--- config.mk ---
export PLATFORM = sky130hd
export DESIGN_NAME = mux_scan_n
export DESIGN_NICKNAME = d
export VERILOG_FILES = /design/src/rtl/mux_scan_n.sv
export SDC_FILE = /design/constraint.sdc
export NUM_CORES = 1
export LEC_CHECK = 0
export ABC_AREA = 0
export ABC_CLOCK_PERIOD_IN_PS = 1390
export CAP_MARGIN = 20
export CORE_AREA = 2 2 39 41
export DETAILED_ROUTE_END_ITERATION = 8
export DIE_AREA = 0 0 41 43
export GPL_TIMING_DRIVEN = 0
export HOLD_SLACK_MARGIN = 0.06
export PLACE_DENSITY_LB_ADDON = 0.2
export SLEW_MARGIN = 20
export SYNTH_ARGS = -nofsm -noshare
export SYNTH_HDL_FRONTEND = slang
export SYNTH_SLANG_ARGS = --single-unit
--- constraint.sdc ---
create_clock -name clk -period 1.39 [get_ports clk]
set_clock_uncertainty 0.15 [all_clocks]
set_input_delay 0.139 -clock clk [delete_from_list [all_inputs] [get_ports clk]]
set_output_delay 0.139 -clock clk [all_outputs]
set_load 0.01 [all_outputs]
--- src/rtl/mux_scan_n.sv ---
// Registered N-channel multiplexer with manual select and an automatic scan
// sequencer that dwells DWELL cycles on each channel before advancing.
module mux_scan_n #(
  parameter  int CHANNELS = 4,
  parameter  int WIDTH    = 1,
  parameter  int DWELL    = 1,
  localparam int SELW     = $clog2(CHANNELS)
) (
  input  logic                      clk,
  input  logic                      reset,
  input  logic [CHANNELS*WIDTH-1:0] in_bus,
  input  logic [SELW-1:0]           sel,
  input  logic                      mode,
  input  logic                      hold,
  output logic [WIDTH-1:0]          out,
  output logic [SELW-1:0]           cur_sel,
  output logic                      out_valid,
  output logic                      wrap,
  output logic                      sel_err
);

  localparam int CNTW = $clog2(DWELL + 1);

  localparam logic [0:0] ST_MANUAL = 1'b0;
  localparam logic [0:0] ST_SCAN   = 1'b1;

  localparam logic [CNTW-1:0] DWELL_LAST = CNTW'(DWELL - 1);
  localparam logic [SELW-1:0] LAST_CH    = SELW'(CHANNELS - 1);

  logic [0:0]       state_q, state_d;
  logic [WIDTH-1:0] out_q, out_d;
  logic [SELW-1:0]  cur_sel_q, cur_sel_d;
  logic             out_valid_q, out_valid_d;
  logic             wrap_q, wrap_d;
  logic             sel_err_q, sel_err_d;
  logic [CNTW-1:0]  dwell_q, dwell_d;

  logic [WIDTH-1:0] chan [CHANNELS];
  logic             sel_in_range;

  // Split the flat input bus into one word per channel
  always_comb begin
    for (int k = 0; k < CHANNELS; k++) begin
      chan[k] = in_bus[k*WIDTH +: WIDTH];
    end
  end

  // Only non-power-of-two channel counts can see an out-of-range select
  always_comb begin
    sel_in_range = (int'(sel) < CHANNELS);
  end

  // Next-state logic: mode picks the state every cycle; scan restarts at channel 0
  always_comb begin
    state_d     = mode ? ST_SCAN : ST_MANUAL;
    out_d       = out_q;
    cur_sel_d   = cur_sel_q;
    out_valid_d = 1'b1;
    wrap_d      = 1'b0;
    sel_err_d   = 1'b0;
    dwell_d     = dwell_q;

    if (!mode) begin
      cur_sel_d = sel;
      dwell_d   = '0;
      sel_err_d = !sel_in_range;
      out_d     = sel_in_range ? chan[sel] : '0;
    end else begin
      if (state_q == ST_MANUAL) begin
        cur_sel_d = '0;
        dwell_d   = '0;
      end else if (!hold) begin
        if (dwell_q == DWELL_LAST) begin
          dwell_d = '0;
          if (cur_sel_q == LAST_CH) begin
            cur_sel_d = '0;
            wrap_d    = 1'b1;
          end else begin
            cur_sel_d = cur_sel_q + SELW'(1);
          end
        end else begin
          dwell_d = dwell_q + CNTW'(1);
        end
      end
      out_d = chan[cur_sel_d];
    end
  end

  // State and output registers with synchronous reset
  always_ff @(posedge clk) begin
    if (reset) begin
      state_q     <= ST_MANUAL;
      out_q       <= '0;
      cur_sel_q   <= '0;
      out_valid_q <= 1'b0;
      wrap_q      <= 1'b0;
      sel_err_q   <= 1'b0;
      dwell_q     <= '0;
    end else begin
      state_q     <= state_d;
      out_q       <= out_d;
      cur_sel_q   <= cur_sel_d;
      out_valid_q <= out_valid_d;
      wrap_q      <= wrap_d;
      sel_err_q   <= sel_err_d;
      dwell_q     <= dwell_d;
    end
  end

  assign out       = out_q;
  assign cur_sel   = cur_sel_q;
  assign out_valid = out_valid_q;
  assign wrap      = wrap_q;
  assign sel_err   = sel_err_q;

endmodule
==> metrics <==
area leader, netlist=dfxtp_1; synthesized area=309.0 um^2; power share of the clock group=39.2%; GRT Util Overall=9.183%; Switching Share=24.44%; final wirelength=684 um; Layout area overhead=66.80%; drt pass-1 iters=2; worst-path cell chain=ha_4 > mux2_4 > nand3_2 > a211o_1 > a31oi_1; R2R setup slack=-0.07 ns; Initial Utilization=22.33%; CTS H-tree depth=1; Seq/Total Area, Yosys=38.87%; Leak Pwr=0.2419 nW; ys async rst share=0%; CP max stage delay=0.36 ns; post-synth cell types=20; most common cell in the netlist=dfxtp_1; DR DRC count=0; HP Class=input port to flop; ANT nets after route=0; part of the power in combinational logic=19.7%; post-synthesis average cell area=10.30 um^2; worst r2r dst=out$_SDFF_PP0_; Max Cap Viol=0; Hold Startpoint=reset; vias in the first global route=250; chip height=43 um; first-pass GRT wire length=1.028 mm; row cnt=14; Synth top area share=38.87%; maximum clock insertion buffer count=2; Psw=111.7 uW; dominant synthesized flop cell=dfxtp_1; Power Density=886.3 nW/um^2; failing checks=setup timing; crit path capture type=flop; Tcrit/Tclk final=105.3%; final count of hold timing violations=0; CTS Buf Count=3; fillers=142; outcome=finished with violations; share of cells above drive strength 1=25.00%; crit path kind=flop to flop; max-slew violations=0; CTS tree=built; Post-synth top cells=dfxtp_1, nand2b_1, a21oi_1, inv_1, nand2_1; r2r worst-path depth=5; CP Data Arrival Time=1.48 ns; CP delay by family, top=compound AO/OA/AOI/OAI gates; worst hold stages=2; Reg-to-Reg Start=cur_sel[0]$_SDFF_PP0_; antenna violations before repair=0; CTS sink cnt=6; Post-CTS Setup Bufs=0; syn nets=41; Yosys warnings=0; Hold Buf Count CTS=0; Worst-Skew Late Latency=0.25 ns; min cycle time layout=1.463 ns; Startpoint Class=flop; Buf/Inv on CP=0; Worst-path clk slew=0.05 ns; hold slack=0.3381 ns; Hold EP=out_valid$_DFF_P_; critical-path maximum fanout=3; Final WS setup=-0.07326 ns; Synth Register Bits=6; # diodes=0; Via Count=268; TNS Setup=-0.07326 ns; Flop pwr share=41.1%; Max VDD drop=0.2908 mV; post-synthesis cell count=30; number of port buffers=14; final setup fails=1; largest net degree at the start of global routing=8; # nets final=60; Root Driver=clkbuf_4; mean routed wirelength per cell=10.69 um; Slowest-stage cell, CP=dfxtp_4; Die ar.=1763 um^2; P_int=345.2 uW; largest cells by area after synthesis=dfxtp_1, mux4_2, nand2b_1, xnor2_2, mux2_4; Max Clk Rate=0.6834 GHz; RSZ-0062 raised after global routing=true; vias per cell=4.188; routability cong.=0.8029; CORE AREA=1384 um^2; DR iter-0 viols=6; number of synthesized flops with an enable pin=0; I/O Pins=16; required time of the critical path=1.41 ns; Final HPWL DP=550.2 um; total grt overflow=0; Die Width=41 um; Core Util, Final=37.25%
metrics by stage:
| stage | instance area [um^2] | power, mW | instances | worst slack (ns) |
|---|---|---|---|---|
| finish | 515.5 | 0.4569 | 64 | -0.07326 |
| global route | 515.5 | 0.4751 | 64 | -0.1265 |
| CTS | 510.5 | 0.4645 | 64 | -0.08501 |
| detailed placement | 486.7 | 0.2841 | 60 | -0.2702 |
| global placement | 486.7 | 0.2817 | 60 | -0.2681 |
| floorplan | 326.6 | 0.2312 | 30 | 0.001106 |
per-layer routing:
metal	vias to the layer above	GRT usage [%]	wire length (um)
li1	140	-	-
met1	119	9.477	278
met2	9	13.44	348
met3	0	5.236	57
met4	0	6.000	0
met5	-	0	0
sequential cells by signal, summed over array words and instances (netlist names):
register,flops
cur_sel,2
out,1
out_valid,1
state_q,1
wrap,1
logic make-up (layout without fill, tap and decap cells):
| group | Yosys count | count (layout) | synth area share (%) |
|---|---|---|---|
| xor+xnor | 1 | 1 | 5.265 |
| buf+inv | 3 | 21 | 4.860 |
| fa+ha+maj | 1 | 1 | 4.048 |
| mux | 2 | 2 | 12.14 |
| simple gates | 10 | 10 | 20.24 |
| flops | 6 | 6 | 38.87 |
| other cells | 1 | 1 | 1.213 |
| compound gates | 6 | 6 | 13.36 |
power by group through the flow:
| stage | clock network [mW] | logic, mW | registers, mW |
|---|---|---|---|
| floorplan | 0 | 0.0368 | 0.194 |
| global route | 0.189 | 0.0974 | 0.189 |
| finish | 0.179 | 0.0901 | 0.188 |
| CTS | 0.186 | 0.0912 | 0.188 |
| detailed placement | 0 | 0.0925 | 0.192 |
| global placement | 0 | 0.0902 | 0.192 |
worst reg2reg max path, stage by stage (launching register included):
cell and delay, ns:
dfxtp_4 0.36, ha_4 0.25, mux2_4 0.14, nand3_2 0.08, a211o_1 0.24, a31oi_1 0.16
repair_timing:
| action | CTS | global route |
|---|---|---|
| hold endpoints to repair | 0 | 0 |
| pin swaps | 0 | 1 |
| resized for setup | 2 | 2 |
| endpoints found under the setup margin | 3 | 3 |
placed cells by master, fill, tap and decap left out, drive strengths merged:
cell           count
xnor2              1
a31oi              1
o2111ai            1
dlygate4sd2        2
clkdlybuf4s50     10
a21oi              2
mux4               1
conb               1
nor2               1
a21o               1
buf                1
dfxtp              6
and4b              1
clkbuf             4
dlymetal6s2s       2
inv                2
ha                 1
a211o              1
nand2              2
nor2b              1
nand3              2
nand2b             3
mux2               1
cell type report:
type                    count  area [um^2]  share of cell area [%]
well taps                  16        20.02                   3.883
multi-input cells          21        186.4                   36.17
repair buffers             14        142.6                   27.67
flip-flops and latches      6        125.1                   24.27
inverters                   2        7.507                   1.456
plain buffers               1        7.507                   1.456
clock buffers               4        26.28                   5.097
worst max path at each step:
stage / from / to / slack [ns] / cells past startpoint
floorplan: cur_sel[0]$_SDFF_PP0_ / out$_SDFF_PP0_ / 0.001 / 5
global placement: hold / out$_SDFF_PP0_ / -0.27 / 5
detailed placement: hold / out$_SDFF_PP0_ / -0.27 / 5
CTS: cur_sel[0]$_SDFF_PP0_ / out$_SDFF_PP0_ / -0.09 / 5
global route: cur_sel[0]$_SDFF_PP0_ / out$_SDFF_PP0_ / -0.13 / 5
finish: cur_sel[0]$_SDFF_PP0_ / out$_SDFF_PP0_ / -0.07 / 5
Note: power is estimated with default switching activity, not from simulation.
